## config.mk

```make
export PLATFORM = sky130hd
export DESIGN_NAME = perceptron_trainer_nd
export DESIGN_NICKNAME = d
export VERILOG_FILES = /design/src/rtl/perceptron_trainer_nd.sv
export SDC_FILE = /design/constraint.sdc
export NUM_CORES = 2
export LEC_CHECK = 0
export ABC_AREA = 1
export CAP_MARGIN = 20
export CORE_MARGIN = 2
export CORE_UTILIZATION = 30
export CTS_CLUSTER_SIZE = 30
export DETAILED_ROUTE_END_ITERATION = 16
export PLACE_DENSITY = 0.57
export SLEW_MARGIN = 10
export SYNTH_ARGS = -nofsm -noshare
export SYNTH_HDL_FRONTEND = slang
export SYNTH_SLANG_ARGS = --single-unit
```

## constraint.sdc

```tcl
create_clock -name clk_i -period 16.9 [get_ports clk_i]
set_clock_uncertainty 0.15 [all_clocks]
set_input_delay 3.38 -clock clk_i [delete_from_list [all_inputs] [get_ports clk_i]]
set_output_delay 3.38 -clock clk_i [all_outputs]
set_load 0.005 [all_outputs]
```

## src/rtl/perceptron_trainer_nd.sv

```systemverilog
// Sequential N-input perceptron trainer: on-chip sample memory, one shared multiplier,
// saturating Q_M.Q_N arithmetic. Define PERCEPTRON_EARLY_STOP_EN to stop after an error-free epoch.
module perceptron_trainer_nd #(
  parameter int N_INPUTS = 2,
  parameter int DEPTH    = 4,
  parameter int EPOCHS   = 5,
  parameter int Q_M      = 15,
  parameter int Q_N      = 16,
  parameter logic signed [Q_M+Q_N:0] LEARNING_RATE = 1 << Q_N,
  parameter logic signed [Q_M+Q_N:0] BIAS          = 1 << Q_N,
  localparam int W  = 1 + Q_M + Q_N,
  localparam int AW = $clog2(DEPTH),
  localparam int IW = $clog2(N_INPUTS + 1),
  localparam int EW = $clog2(EPOCHS + 1),
  localparam int CW = $clog2(DEPTH + 1)
) (
  input  logic                  clk_i,
  input  logic                  reset_ni,
  input  logic                  wr_en_i,
  input  logic [AW-1:0]         wr_addr_i,
  input  logic [N_INPUTS*W-1:0] wr_x_i,
  input  logic                  wr_target_i,
  input  logic                  wload_en_i,
  input  logic [IW-1:0]         wload_idx_i,
  input  logic [W-1:0]          wload_data_i,
  input  logic                  start_i,
  input  logic [IW-1:0]         wrd_idx_i,
  output logic [W-1:0]          wrd_data_o,
  output logic                  busy_o,
  output logic                  done_o,
  output logic                  converged_o,
  output logic [EW-1:0]         epoch_o,
  output logic [CW-1:0]         errors_o
);

  localparam int W2 = 2 * W;
  localparam int PW = 2 * W + 1;
  localparam logic [IW-1:0] LAST_W = IW'(N_INPUTS);
  localparam logic [IW-1:0] LAST_X = IW'(N_INPUTS - 1);
  localparam logic [AW-1:0] LAST_S = AW'(DEPTH - 1);
  localparam logic [EW-1:0] LAST_E = EW'(EPOCHS);
  localparam logic signed [PW-1:0] SAT_MAX = {{(PW-W+1){1'b0}}, {(W-1){1'b1}}};
  localparam logic signed [PW-1:0] SAT_MIN = {{(PW-W+1){1'b1}}, {(W-1){1'b0}}};

`ifdef PERCEPTRON_EARLY_STOP_EN
  localparam bit EARLY_STOP = 1'b1;
`else
  localparam bit EARLY_STOP = 1'b0;
`endif

  typedef enum logic [2:0] {S_IDLE, S_BIAS, S_MAC, S_DECIDE, S_UPDATE, S_NEXT, S_DONE} state_t;

  function automatic logic signed [W-1:0] sat_w(input logic signed [PW-1:0] v);
    if (v > SAT_MAX) return {1'b0, {(W-1){1'b1}}};
    if (v < SAT_MIN) return {1'b1, {(W-1){1'b0}}};
    return v[W-1:0];
  endfunction

  state_t                state_q, state_d;
  logic signed [W-1:0]   w_q [N_INPUTS+1];
  logic signed [W-1:0]   w_d [N_INPUTS+1];
  logic signed [W-1:0]   acc_q, acc_d;
  logic [IW-1:0]         idx_q, idx_d;
  logic [AW-1:0]         samp_q, samp_d;
  logic [CW-1:0]         errcnt_q, errcnt_d;
  logic                  err_neg_q, err_neg_d;
  logic [EW-1:0]         epoch_q, epoch_d;
  logic [CW-1:0]         errors_q, errors_d;
  logic                  conv_q, conv_d;
  logic                  busy_q, busy_d;
  logic                  done_q, done_d;

  logic [N_INPUTS*W-1:0] mem_x_q [DEPTH];
  logic [DEPTH-1:0]      mem_t_q;

  logic signed [W-1:0]   x_ext [N_INPUTS+1];
  logic signed [W-1:0]   op_a, op_b, base;
  logic                  neg;
  logic signed [W2-1:0]  prod, shifted;
  logic signed [PW-1:0]  delta;
  logic signed [W-1:0]   sum_sat;
  logic                  pred, tgt;
  logic [EW-1:0]         epoch_inc;

  // Sample memory has no reset; contents survive runs and resets.
  always_ff @(posedge clk_i) begin
    if (wr_en_i && !busy_q) begin
      mem_x_q[wr_addr_i] <= wr_x_i;
      mem_t_q[wr_addr_i] <= wr_target_i;
    end
  end

  always_comb begin
    for (int i = 0; i < N_INPUTS; i++) x_ext[i] = mem_x_q[samp_q][i*W +: W];
    x_ext[N_INPUTS] = BIAS;
  end

  // Shared multiplier: bias term, MAC terms and weight updates all pass through here.
  always_comb begin
    op_a = w_q[idx_q];
    op_b = x_ext[idx_q];
    base = acc_q;
    neg  = 1'b0;
    case (state_q)
      S_BIAS: begin
        op_a = w_q[N_INPUTS];
        op_b = BIAS;
        base = '0;
      end
      S_UPDATE: begin
        op_a = LEARNING_RATE;
        base = w_q[idx_q];
        neg  = err_neg_q;
      end
      default: ;
    endcase
    prod    = W2'(op_a) * W2'(op_b);
    shifted = prod >>> Q_N;
    delta   = PW'(shifted);
    if (neg) delta = -delta;
    sum_sat = sat_w(PW'(base) + delta);
  end

  assign pred      = ~acc_q[W-1];
  assign tgt       = mem_t_q[samp_q];
  assign epoch_inc = epoch_q + 1'b1;

  always_comb begin
    state_d   = state_q;
    w_d       = w_q;
    acc_d     = acc_q;
    idx_d     = idx_q;
    samp_d    = samp_q;
    errcnt_d  = errcnt_q;
    err_neg_d = err_neg_q;
    epoch_d   = epoch_q;
    errors_d  = errors_q;
    conv_d    = conv_q;
    busy_d    = busy_q;
    done_d    = 1'b0;

    if (wload_en_i && !busy_q && (wload_idx_i <= LAST_W)) w_d[wload_idx_i] = wload_data_i;

    case (state_q)
      S_IDLE, S_DONE: begin
        state_d = S_IDLE;
        busy_d  = 1'b0;
        if (start_i) begin
          state_d  = S_BIAS;
          busy_d   = 1'b1;
          epoch_d  = '0;
          conv_d   = 1'b0;
          samp_d   = '0;
          errcnt_d = '0;
        end
      end
      S_BIAS: begin
        acc_d   = sum_sat;
        idx_d   = '0;
        state_d = S_MAC;
      end
      S_MAC: begin
        acc_d = sum_sat;
        if (idx_q == LAST_X) state_d = S_DECIDE;
        else                 idx_d   = idx_q + 1'b1;
      end
      S_DECIDE: begin
        if (tgt != pred) begin
          errcnt_d  = errcnt_q + 1'b1;
          err_neg_d = pred;
          idx_d     = '0;
          state_d   = S_UPDATE;
        end else begin
          state_d = S_NEXT;
        end
      end
      S_UPDATE: begin
        w_d[idx_q] = sum_sat;
        if (idx_q == LAST_W) state_d = S_NEXT;
        else                 idx_d   = idx_q + 1'b1;
      end
      S_NEXT: begin
        state_d = S_BIAS;
        if (samp_q == LAST_S) begin
          samp_d   = '0;
          epoch_d  = epoch_inc;
          errors_d = errcnt_q;
          conv_d   = (errcnt_q == '0);
          errcnt_d = '0;
          if ((epoch_inc == LAST_E) || (EARLY_STOP && (errcnt_q == '0))) begin
            state_d = S_DONE;
            busy_d  = 1'b0;
            done_d  = 1'b1;
          end
        end else begin
          samp_d = samp_q + 1'b1;
        end
      end
      default: state_d = S_IDLE;
    endcase
  end

  always_ff @(posedge clk_i or negedge reset_ni) begin
    if (!reset_ni) begin
      state_q   <= S_IDLE;
      w_q       <= '{default: '0};
      acc_q     <= '0;
      idx_q     <= '0;
      samp_q    <= '0;
      errcnt_q  <= '0;
      err_neg_q <= 1'b0;
      epoch_q   <= '0;
      errors_q  <= '0;
      conv_q    <= 1'b0;
      busy_q    <= 1'b0;
      done_q    <= 1'b0;
    end else begin
      state_q   <= state_d;
      w_q       <= w_d;
      acc_q     <= acc_d;
      idx_q     <= idx_d;
      samp_q    <= samp_d;
      errcnt_q  <= errcnt_d;
      err_neg_q <= err_neg_d;
      epoch_q   <= epoch_d;
      errors_q  <= errors_d;
      conv_q    <= conv_d;
      busy_q    <= busy_d;
      done_q    <= done_d;
    end
  end

  assign wrd_data_o  = (wrd_idx_i <= LAST_W) ? w_q[wrd_idx_i] : '0;
  assign busy_o      = busy_q;
  assign done_o      = done_q;
  assign converged_o = conv_q;
  assign epoch_o     = epoch_q;
  assign errors_o    = errors_q;

endmodule

```

==> metrics.md <==
| Metric | Value |
|---|---|
| Status | `complete, no violations` |
| Distinct cells, synth | `57` |
| Post-route minimum period | `15.25 ns` |
| Die X | `roughly 450 microns` |
| Max_cap viols | `0` |
| Layout cells sized above 1 | `4.696%` |
| Maximum root-to-sink buffer count | `3` |
| Routed Wire Length | `225.3 mm` |
| CTS root buf | `clkbuf_16` |
| CTS Hold Buffers Added | `0` |
| Final Instance Count excl. Fillers | `9982` |
| Period utilization | `90.22%` |
| Multiplexer share of the synthesized area | `0%` |
| DRT iter0 DRCs | `between 4000 and 5000` |
| Simple-gate share of the synthesized area | `18.25%` |
| Core Util, Final | `33.43%` |
| Largest net degree at the start of global routing | `90` |
| Most frequent CP cell | `inv_1` |
| Setup TNS | `0 ns` |
| Wire per inst | `22.57 microns` |
| Reg2Reg Launch Point | `idx_q[0]` |
| Row count | `164` |
| Via Count | `50630` |
| Largest family of logic cells by synthesized area | `adder cells` |
| Syn nets | `approximately 8700` |
| Sequential fraction of the synthesis area | `a little under a fifth` |
| RSZ-0062 raised after global routing | `no` |
| Async SR Flop Fraction | `36.27%` |
| DP HPWL | `174.3 mm` |
| Fill cells | `roughly 21000` |
| Worst hold start | `acc_q[28]` |
| Worst Max-Slew Pin Slew | `between 1 and 1.5 ns` |
| Post-Synth Adder-Cell Area | `about two fifths` |
| CP required | `17.21 ns` |
| Post-CTS Setup Bufs | `0` |
| GRT overflow | `0` |
| Area grow syn2layout | `10.88%` |
| Die area | `204300 sq um` |
| Worst hold margin | `0.3307 ns` |
| Slew Limit Fails | `0` |
| GP Congestion | `a little under 1` |
| Later-pin clock latency in the skew report | `about 0.58 ns` |
| Antenna violations before repair | `5` |
| Hold Vio Cnt, Final | `0` |
| Top cell type's share of synthesized area | `between 30% and 40%` |
| CTS sink count | `~400` |
| Slew margin rel. | `between 10% and 20%` |
| CORE AREA | `199700 sq um` |
| Clock slew at reported path FFs | `~0.070 ns` |
| CTS Buf Count | `37` |
| Ys flop type | `edfxtp_1` |
| Initial Util | `30.15%` |
| Dpl cells | `9913` |
| Max Clk Rate | `65.59 MHz` |
| Largest stage delay on the critical path | `0.80 ns` |
| Nets@finish | `8746` |
| Global-route wire length before repair | `341.5 mm` |
| Port Buffers | `148` |
| Post-route antenna net violation count | `0` |
| CP max FO | `61` |
| Ys Warns | `0` |
| PostCTS Resize Cnt | `0` |
| CP Launch Type | `flip-flop` |
| Post-synthesis instance total | `roughly 7200` |
| # DRC | `0` |
| XOR/XNOR share of the synthesized area | `2.110%` |
| Final setup fails | `0` |
| GRT Total Usage | `between 20 and 25%` |
| Critical-path cell with the highest stage delay | `dfrtp_4` |
| Synthesized flop and latch total | `408` |
| Pre-antenna DRT Iters | `8` |
| DR vias/cell | `5.072` |
| Ant. Diodes | `0` |
| Critical path origin | `idx_q[0]` |
| Synth Cell Area | `60200 sq um` |
| Synth Area per Inst | `8.319 sq um` |
| Synth area leaders | `fa_1, edfxtp_1, nand2_1, inv_1, nor2_1` |
| Largest area contributor in the netlist | `fa_1` |
| Vias in the first global route | `53580` |
| Worst reg2reg setup slack | `1.65 ns` |
| DIE HEIGHT | `451.9 microns` |
| Ports | `149` |
| H-tree depth | `2` |
| Kind of critical path | `flip-flop to flip-flop` |
| Compound-Gate Fraction of Synth Area | `8.426%` |
| Min-Delay Path Class | `flip-flop to flip-flop` |
| Number of flops mapped to enable cells by yosys | `260` |
| TritonCTS clock tree | `yes` |
| Critical path arrival | `15.56 ns` |
| Critical Path End Type | `flip-flop` |
[routing by layer]
layer / vias to the layer above / share of wire, % / track usage (%) / wire, microns
met4: 4 / 4.6 / 8.784 / 10290
met3: 427 / 8.3 / 3.890 / 18650
met5: - / 0.015 / 0 / 33
met1: 25800 / 42 / 29.21 / 93560
met2: 2176 / 46 / 35.98 / 102800
li1: 22220 / - / - / -
[flip-flops by register name (all words and copies together) (netlist names)]
name and count:
acc_q 32, mem_t_q 4, epoch_o 3, samp_q 2
state_q 3, errcnt_q 3, w_q 96, done_o 1
converged_o 1, errors_o 3, mem_x_q 256, busy_o 1
idx_q 2, err_neg_q 1
[cell families (layout without fill, tap and decap cells)]
family | after synthesis | count (layout)
xor+xnor | 145 | 145
flops | 408 | 408
fa+ha+maj | 1340 | 1340
buf+inv | 1707 | 1797
simple gates | 2762 | 2762
compound gates | 874 | 874
[cell usage in the layout, fill, tap and decap left out, drive strengths merged, types with 26 or more instances in the layout]
cell type / Yosys / layout
clkinv: 21 / 34
xor2: 84 / 84
inv: 1398 / 1397
o221ai: 31 / 31
o211ai: 48 / 48
o22ai: 60 / 60
o32ai: 29 / 29
clkbuf: 250 / 48
nor2: 1022 / 1022
a21oi: 203 / 203
ha: 258 / 258
nand2: 1496 / 1496
o21ai: 392 / 392
dfrtp: 148 / 148
a31oi: 26 / 26
buf: 38 / 164
xnor2: 61 / 61
fa: 1082 / 1082
nand3: 130 / 130
clkdlybuf4s50: 0 / 147
nor3: 38 / 38
edfxtp: 260 / 260
[worst max-delay path, delay by kind of cell, from the launching register on]
kind,cells,cell delay (ns)
fa+ha+maj,10,4.77
simple gates,20,3.06
buf+inv,15,2.68
compound gates,10,2.52
xor+xnor,3,1.00
flops,1,0.80
[synthesized netlist by cell type (37+ instances only)]
cell / count
a21oi_1: 203
clkbuf_1: 250
dfrtp_1: 148
edfxtp_1: 260
fa_1: 1082
ha_1: 258
inv_1: 1385
nand2_1: 1469
nand3_1: 120
nor2_1: 1014
nor3_1: 37
o211ai_1: 48
o21ai_0: 385
o22ai_1: 60
xnor2_1: 61
xor2_1: 84
[final timing paths]
kind                             end  depth (start not counted)
max                          w_q[62]                         58
min                        acc_q[28]                          2
max reg2reg                  w_q[62]                         58
min reg2reg                acc_q[28]                          2
max in group asynchronous   idx_q[0]                          2
min in group asynchronous    w_q[50]                          1
[cell type report]
| class | instances | area [sq um] | area share, % |
|---|---|---|---|
| Timing Repair Buffer | 311 | 2836 | 4.250 |
| Sequential cell | 408 | 11520 | 17.26 |
| Inverter | 1419 | 5328 | 7.982 |
| Multi-Input combinational cell | 5121 | 42440 | 63.58 |
| Tap cell | 2656 | 3323 | 4.979 |
| Clock buffer | 48 | 1018 | 1.526 |
| Clock inverter | 19 | 281.5 | 0.4218 |
[metrics by stage]
stage	cell area, sq um	setup WS [ns]
floorplan	60200	5.081
global placement	65350	1.533
detailed placement	65390	1.741
CTS	66690	1.665
global route	66750	0.5472
finish	66750	1.653
Power is left out: the tool's default activity adds up to more than one toggle a clock period on the data nets, which glitch-free logic cannot reach.
